===== src/rtl/mem_req_arbiter.sv =====
// mem_req_arbiter: N-channel cache-miss arbiter with one-deep per-channel slots,
// fixed-priority or round-robin grant, request-latency delay and tagged response.
module mem_req_arbiter #(
   parameter int NUM_CH    = 2,
   parameter int ADDR_W    = 32,
   parameter int LINE_W    = 128,
   parameter int LAT_REQ   = 4,
   parameter int PRIO_MODE = 0,
   localparam int CH_W     = (NUM_CH > 1) ? $clog2(NUM_CH) : 1
) (
   input  logic                       clock,
   input  logic                       reset,
   input  logic [NUM_CH-1:0]          req_valid_i,
   input  logic [NUM_CH-1:0]          req_is_store_i,
   input  logic [NUM_CH*ADDR_W-1:0]   req_addr_i,
   input  logic [NUM_CH*LINE_W-1:0]   req_data_i,
   output logic [NUM_CH-1:0]          req_busy_o,
   output logic [NUM_CH-1:0]          req_overrun_o,
   output logic                       mm_req_valid_o,
   output logic                       mm_req_is_store_o,
   output logic [ADDR_W-1:0]          mm_req_addr_o,
   output logic [LINE_W-1:0]          mm_req_data_o,
   input  logic                       mm_rsp_valid_i,
   input  logic [LINE_W-1:0]          mm_rsp_data_i,
   input  logic                       mm_rsp_bus_error_i,
   output logic                       rsp_valid_o,
   output logic [CH_W-1:0]            rsp_ch_id_o,
   output logic [LINE_W-1:0]          rsp_data_o,
   output logic                       rsp_bus_error_o
);
   localparam int CNT_W = (LAT_REQ > 1) ? $clog2(LAT_REQ) : 1;
   localparam logic [CNT_W-1:0] CNT_LAST = CNT_W'((LAT_REQ > 0) ? LAT_REQ - 1 : 0);
   typedef enum logic [1:0] {IDLE, WAIT, ISSUE} state_t;
   state_t state, state_nx;
   logic [NUM_CH-1:0] busy, slot_st, release_ch;
   logic [ADDR_W-1:0] slot_addr [NUM_CH];
   logic [LINE_W-1:0] slot_data [NUM_CH];
   logic [CH_W-1:0] grant_idx, last_grant, win;
   logic grant_st, found, rsp_fire, grant_fire;
   logic [ADDR_W-1:0] grant_addr;
   logic [LINE_W-1:0] grant_data;
   logic [CNT_W-1:0] cnt;
   int pick;
   assign rsp_fire          = (state == ISSUE) && mm_rsp_valid_i;
   assign grant_fire        = (state == IDLE) && (|busy);
   assign req_busy_o        = busy;
   assign mm_req_valid_o    = (state == ISSUE);
   assign mm_req_is_store_o = grant_st;
   assign mm_req_addr_o     = grant_addr;
   assign mm_req_data_o     = grant_data;
   always_comb begin
      release_ch = '0;
      for (int k = 0; k < NUM_CH; k++)
         release_ch[k] = rsp_fire && (grant_idx == CH_W'(k));
   end
   // Walk candidates in priority order: descending index, or rotating from last_grant+1.
   always_comb begin
      win   = '0;
      found = 1'b0;
      pick  = 0;
      for (int i = 0; i < NUM_CH; i++) begin
         pick = (PRIO_MODE != 0) ? (int'(last_grant) + 1 + i) % NUM_CH : NUM_CH - 1 - i;
         if (!found && busy[pick]) begin
            win   = CH_W'(pick);
            found = 1'b1;
         end
      end
   end
   // A slot being released this cycle may accept a new request without an overrun.
   always_ff @(posedge clock or posedge reset) begin
      if (reset) begin
         busy          <= '0;
         slot_st       <= '0;
         req_overrun_o <= '0;
         for (int k = 0; k < NUM_CH; k++) begin
            slot_addr[k] <= '0;
            slot_data[k] <= '0;
         end
      end else begin
         for (int k = 0; k < NUM_CH; k++) begin
            req_overrun_o[k] <= req_valid_i[k] && busy[k] && !release_ch[k];
            if (req_valid_i[k] && (!busy[k] || release_ch[k])) begin
               busy[k]      <= 1'b1;
               slot_st[k]   <= req_is_store_i[k];
               slot_addr[k] <= req_addr_i[k*ADDR_W +: ADDR_W];
               slot_data[k] <= req_data_i[k*LINE_W +: LINE_W];
            end else if (release_ch[k]) begin
               busy[k] <= 1'b0;
            end
         end
      end
   end
   always_ff @(posedge clock or posedge reset) begin
      if (reset) state <= IDLE;
      else       state <= state_nx;
   end
   always_comb begin
      state_nx = state;
      if (grant_fire) state_nx = (LAT_REQ == 0) ? ISSUE : WAIT;
      if ((state == WAIT) && (cnt == CNT_LAST)) state_nx = ISSUE;
      if (rsp_fire) state_nx = IDLE;
   end
   always_ff @(posedge clock or posedge reset) begin
      if (reset) begin
         grant_idx       <= '0;
         last_grant      <= CH_W'(NUM_CH - 1);
         grant_st        <= 1'b0;
         grant_addr      <= '0;
         grant_data      <= '0;
         cnt             <= '0;
         rsp_valid_o     <= 1'b0;
         rsp_ch_id_o     <= '0;
         rsp_data_o      <= '0;
         rsp_bus_error_o <= 1'b0;
      end else begin
         rsp_valid_o <= rsp_fire;
         if (grant_fire) begin
            grant_idx  <= win;
            last_grant <= win;
            grant_st   <= slot_st[win];
            grant_addr <= slot_addr[win];
            grant_data <= slot_data[win];
            cnt        <= '0;
         end
         if (state == WAIT) cnt <= cnt + 1'b1;
         if (rsp_fire) begin
            rsp_ch_id_o     <= grant_idx;
            rsp_data_o      <= mm_rsp_data_i;
            rsp_bus_error_o <= mm_rsp_bus_error_i;
         end
      end
   end
endmodule


===== config.mk =====
export PLATFORM = sky130hd
export DESIGN_NAME = mem_req_arbiter
export DESIGN_NICKNAME = d
export VERILOG_FILES = /design/src/rtl/mem_req_arbiter.sv
export SDC_FILE = /design/constraint.sdc
export NUM_CORES = 1
export LEC_CHECK = 0
export CAP_MARGIN = 20
export CORE_AREA = 2 2 292 294
export DETAILED_ROUTE_END_ITERATION = 12
export DIE_AREA = 0 0 294 296
export GPL_TIMING_DRIVEN = 1
export SLEW_MARGIN = 20
export SYNTH_ARGS = -nofsm -noshare
export SYNTH_HDL_FRONTEND = slang
export SYNTH_SLANG_ARGS = --single-unit

===== constraint.sdc =====
create_clock -name clock -period 58.1 [get_ports clock]
set_input_delay 8.715 -clock clock [delete_from_list [all_inputs] [get_ports clock]]
set_output_delay 8.715 -clock clock [all_outputs]
set_load 0.01 [all_outputs]

==> results by group <==
Status
  – Outcome: complete, no violations

Clock network
  – Worst skew pair latency: 0.60 ns
  – Clock tree sinks: 623
  – H-tree Lvls: 3
  – CTS root buffer: clkbuf_16
  – CTS tree: built
  – Reg clk slew, reported paths: 0.05 ns
  – Total clock buffers created by CTS: 74
  – Setup Buffers After CTS: 0
  – Clock Tree Buf Depth: 3
  – # hold bufs at CTS: 0
  – Resized cells post-CTS: 0

Critical path
  – Slowest cell on the critical path: buf_4
  – CP dominant cell by count: buf_4
  – Crit-path max cell delay: 0.73 ns
  – Bufs and invs on worst path: 3
  – Crit start category: input pin
  – Worst EP arrival: 11.94 ns
  – Worst path cell trace: clkdlybuf4s50_1 -> and4bb_1 -> o21ai_4 -> buf_4 -> buf_4 -> mux2_2
  – Critical path peak fanout: 49
  – Critical path capture point type: flop
  – Crit Path Category: input pin to flop
  – WP data required: 58.58 ns
  – CP top delay family: buffers and inverters

Floorplan
  – Die area: 87000 um^2
  – Core outline area: 84200 um^2
  – Die height: ~300 um
  – Rows: 107
  – Die W: just under 300 um
  – IO Pins: 753
  – Starting density of the core: 0.297

Timing
  – Final hold vios: 0
  – Clk_skew: 0.0372 ns
  – Slew Viols, Final: 0
  – Worst Max-Slew Pin Slew: 1.14 ns
  – Final min period: ~11 ns
  – RSZ-0062 raised after global routing: no
  – Slew HR: 0.239
  – Max Freq: between 80 and 90 MHz
  – Setup violators final: 0
  – Final period util: 0.197
  – Setup tns final: 0 ns

Power and ir drop
  – Leak: 15.2 nW
  – Pwr dens: 53.2 nW/um^2
  – Maximum vdd drop: 29.7 uV

Route
  – DRC: 0
  – WL met2: roughly 38000 um
  – Met3 WL: 5450 um
  – DR pass1 iterations: 4
  – M1 WL: between 20000 and 30000 um
  – Wire per inst: 22.0 um
  – Highest Signal Layer: met5
  – Iter 0 DRT Violations: 503
  – Final ANT Viol Nets: 0
  – DR vias/cell: 4.54
  – Final Routed Wirelength: 75200 um
  – Via Count: 15500

Synthesis
  – Yosys top cell by area: dfrtp_1
  – Synthesis Warnings: 0
  – Synthesized Nets: 1970
  – Post-synth EDFFs: 0
  – Synth area leaders: dfrtp_1, mux2_2, mux2_1
  – Yosys top cell area share: 0.623
  – Synth Instances: 1513
  – Register area share after synthesis: 0.623
  – Avg Cell Area, Syn: 16.5 um^2
  – Top FF cell, synth: dfrtp_1
  – Synthesized flop and latch total: a little over 600
  – Post-Syn Area: 25000 um^2
  – Asr flop ratio synth: 1.00
  – Post-synthesis cell type count: 24

Final layout
  – Final Core Density: 0.427
  – Most common cell after layout, fill and taps aside: clkdlybuf4s50_1
  – # fillers: roughly 7600
  – Final nets: 2730
  – Area growth, synth to finish: 43.9%
  – Multi-input gate area: 8900 um^2
  – Share of layout cells above drive strength 1: 0.348
  – Commonest non-fill, non-tap cells in the layout: clkdlybuf4s50_1, mux2_2, dfrtp_1
  – Register area: 15600 um^2

Placed design
  – Port bufs: 752
  – Hpwl dp: 53500 um
  – GP Congestion: a little under 0.8

Global route
  – Largest net degree at the start of global routing: 182
  – Overflow after GRT: 0
  – Via count of the first global-routing pass: 17000
  – GRT Total Usage: 0.167
  – Global-route wire length before repair: 110000 um
  – Initial antenna violation count: 15

Worst hold path
  – Worst Hold Class: flop to flop

Run
  – Max Cap Viol: 0
## cell usage after synthesis, types with 2 or more instances
library cell	number
mux2_2	674
dfrtp_1	623
buf_1	6
nor2_1	3
nand2_1	5
inv_1	5
o21ai_0	3
buf_6	20
buf_2	50
or2_2	2
mux2_1	100
a21o_1	2
clkbuf_1	9
## layout make-up
type | instances | share of cell area
Sequential cell | 623 | 0.433
Multi-Input combinational cell | 800 | 0.247
Timing Repair Buffer | 769 | 0.215
Clock buffer | 104 | 0.0594
Tap cell | 1090 | 0.0379
Clock inverter | 22 | 0.00608
Inverter | 5 | 0.000730
Antenna cell | 8 | 0.000556
## worst paths after layout
kind | startpoint | endpoint | slack (ns) | depth (start not counted)
worst max-delay path | mm_rsp_valid_i | slot_data[247] | 46.64 | 6
worst min-delay path | slot_data[87] | slot_data[87] | 0.48 | 1
worst max register to register | req_busy_o[1] | mm_req_addr_o[3] | 54.24 | 6
worst min register to register | slot_data[87] | slot_data[87] | 0.48 | 1
max in group asynchronous | reset | rsp_data_o[122] | 46.98 | 5
min in group asynchronous | reset | mm_req_data_o[17] | 8.74 | 2
## state kept, by name (all words and copies together), names as in the netlist
signal	cells
cnt	2
grant_idx	1
mm_req_addr_o	32
mm_req_data_o	128
mm_req_is_store_o	1
req_busy_o	2
req_overrun_o	2
rsp_bus_error_o	1
rsp_ch_id_o	1
rsp_data_o	128
rsp_valid_o	1
slot_addr	64
slot_data	256
slot_st	2
state	2
## power by group
part	switching, mW	internal [mW]	total [mW]
Clock	0.184	0.266	0.450
Sequential	0.119	0.653	0.772
Combinational	0.253	0.440	0.693
Total	0.556	1.36	1.91
## routing by layer
metal  vias up  GRT usage
met1      7969      0.199
met5         -          0
li1       6941          -
met2       455      0.285
met3       136     0.0553
met4        16     0.0571
## through the flow
step / hold WS (ns) / power [mW] / area, um^2 / cells / worst slack [ns]
detailed placement: 0.474 / 1.48 / 33600 / 3285 / 45.96
global route: 0.504 / 2.03 / 36000 / 3418 / 46.47
floorplan: 0.452 / 1.12 / 25000 / 1513 / 31.94
finish: 0.481 / 1.91 / 36000 / 3421 / 46.64
global placement: 0.462 / 1.45 / 33600 / 3285 / 46.01
CTS: 0.489 / 1.94 / 35900 / 3411 / 46.63
## logic make-up after synthesis
kind of cell,after synthesis,share of synthesized area
AOI/OAI and AO/OA,8,0.00210
adders and majority gates,1,0.000500
buffers and inverters,90,0.0220
DFF,623,0.623
muxes,774,0.348
and+or+nand+nor,17,0.00380
## worst reg2reg max path: cells and delay by family (launching register included)
family                 cells  cell delay, ns
muxes                      1            0.44
DFF                        1            1.07
buffers and inverters      3            1.60
and+or+nand+nor            2            0.63
Note: power is estimated with default switching activity, not from simulation.
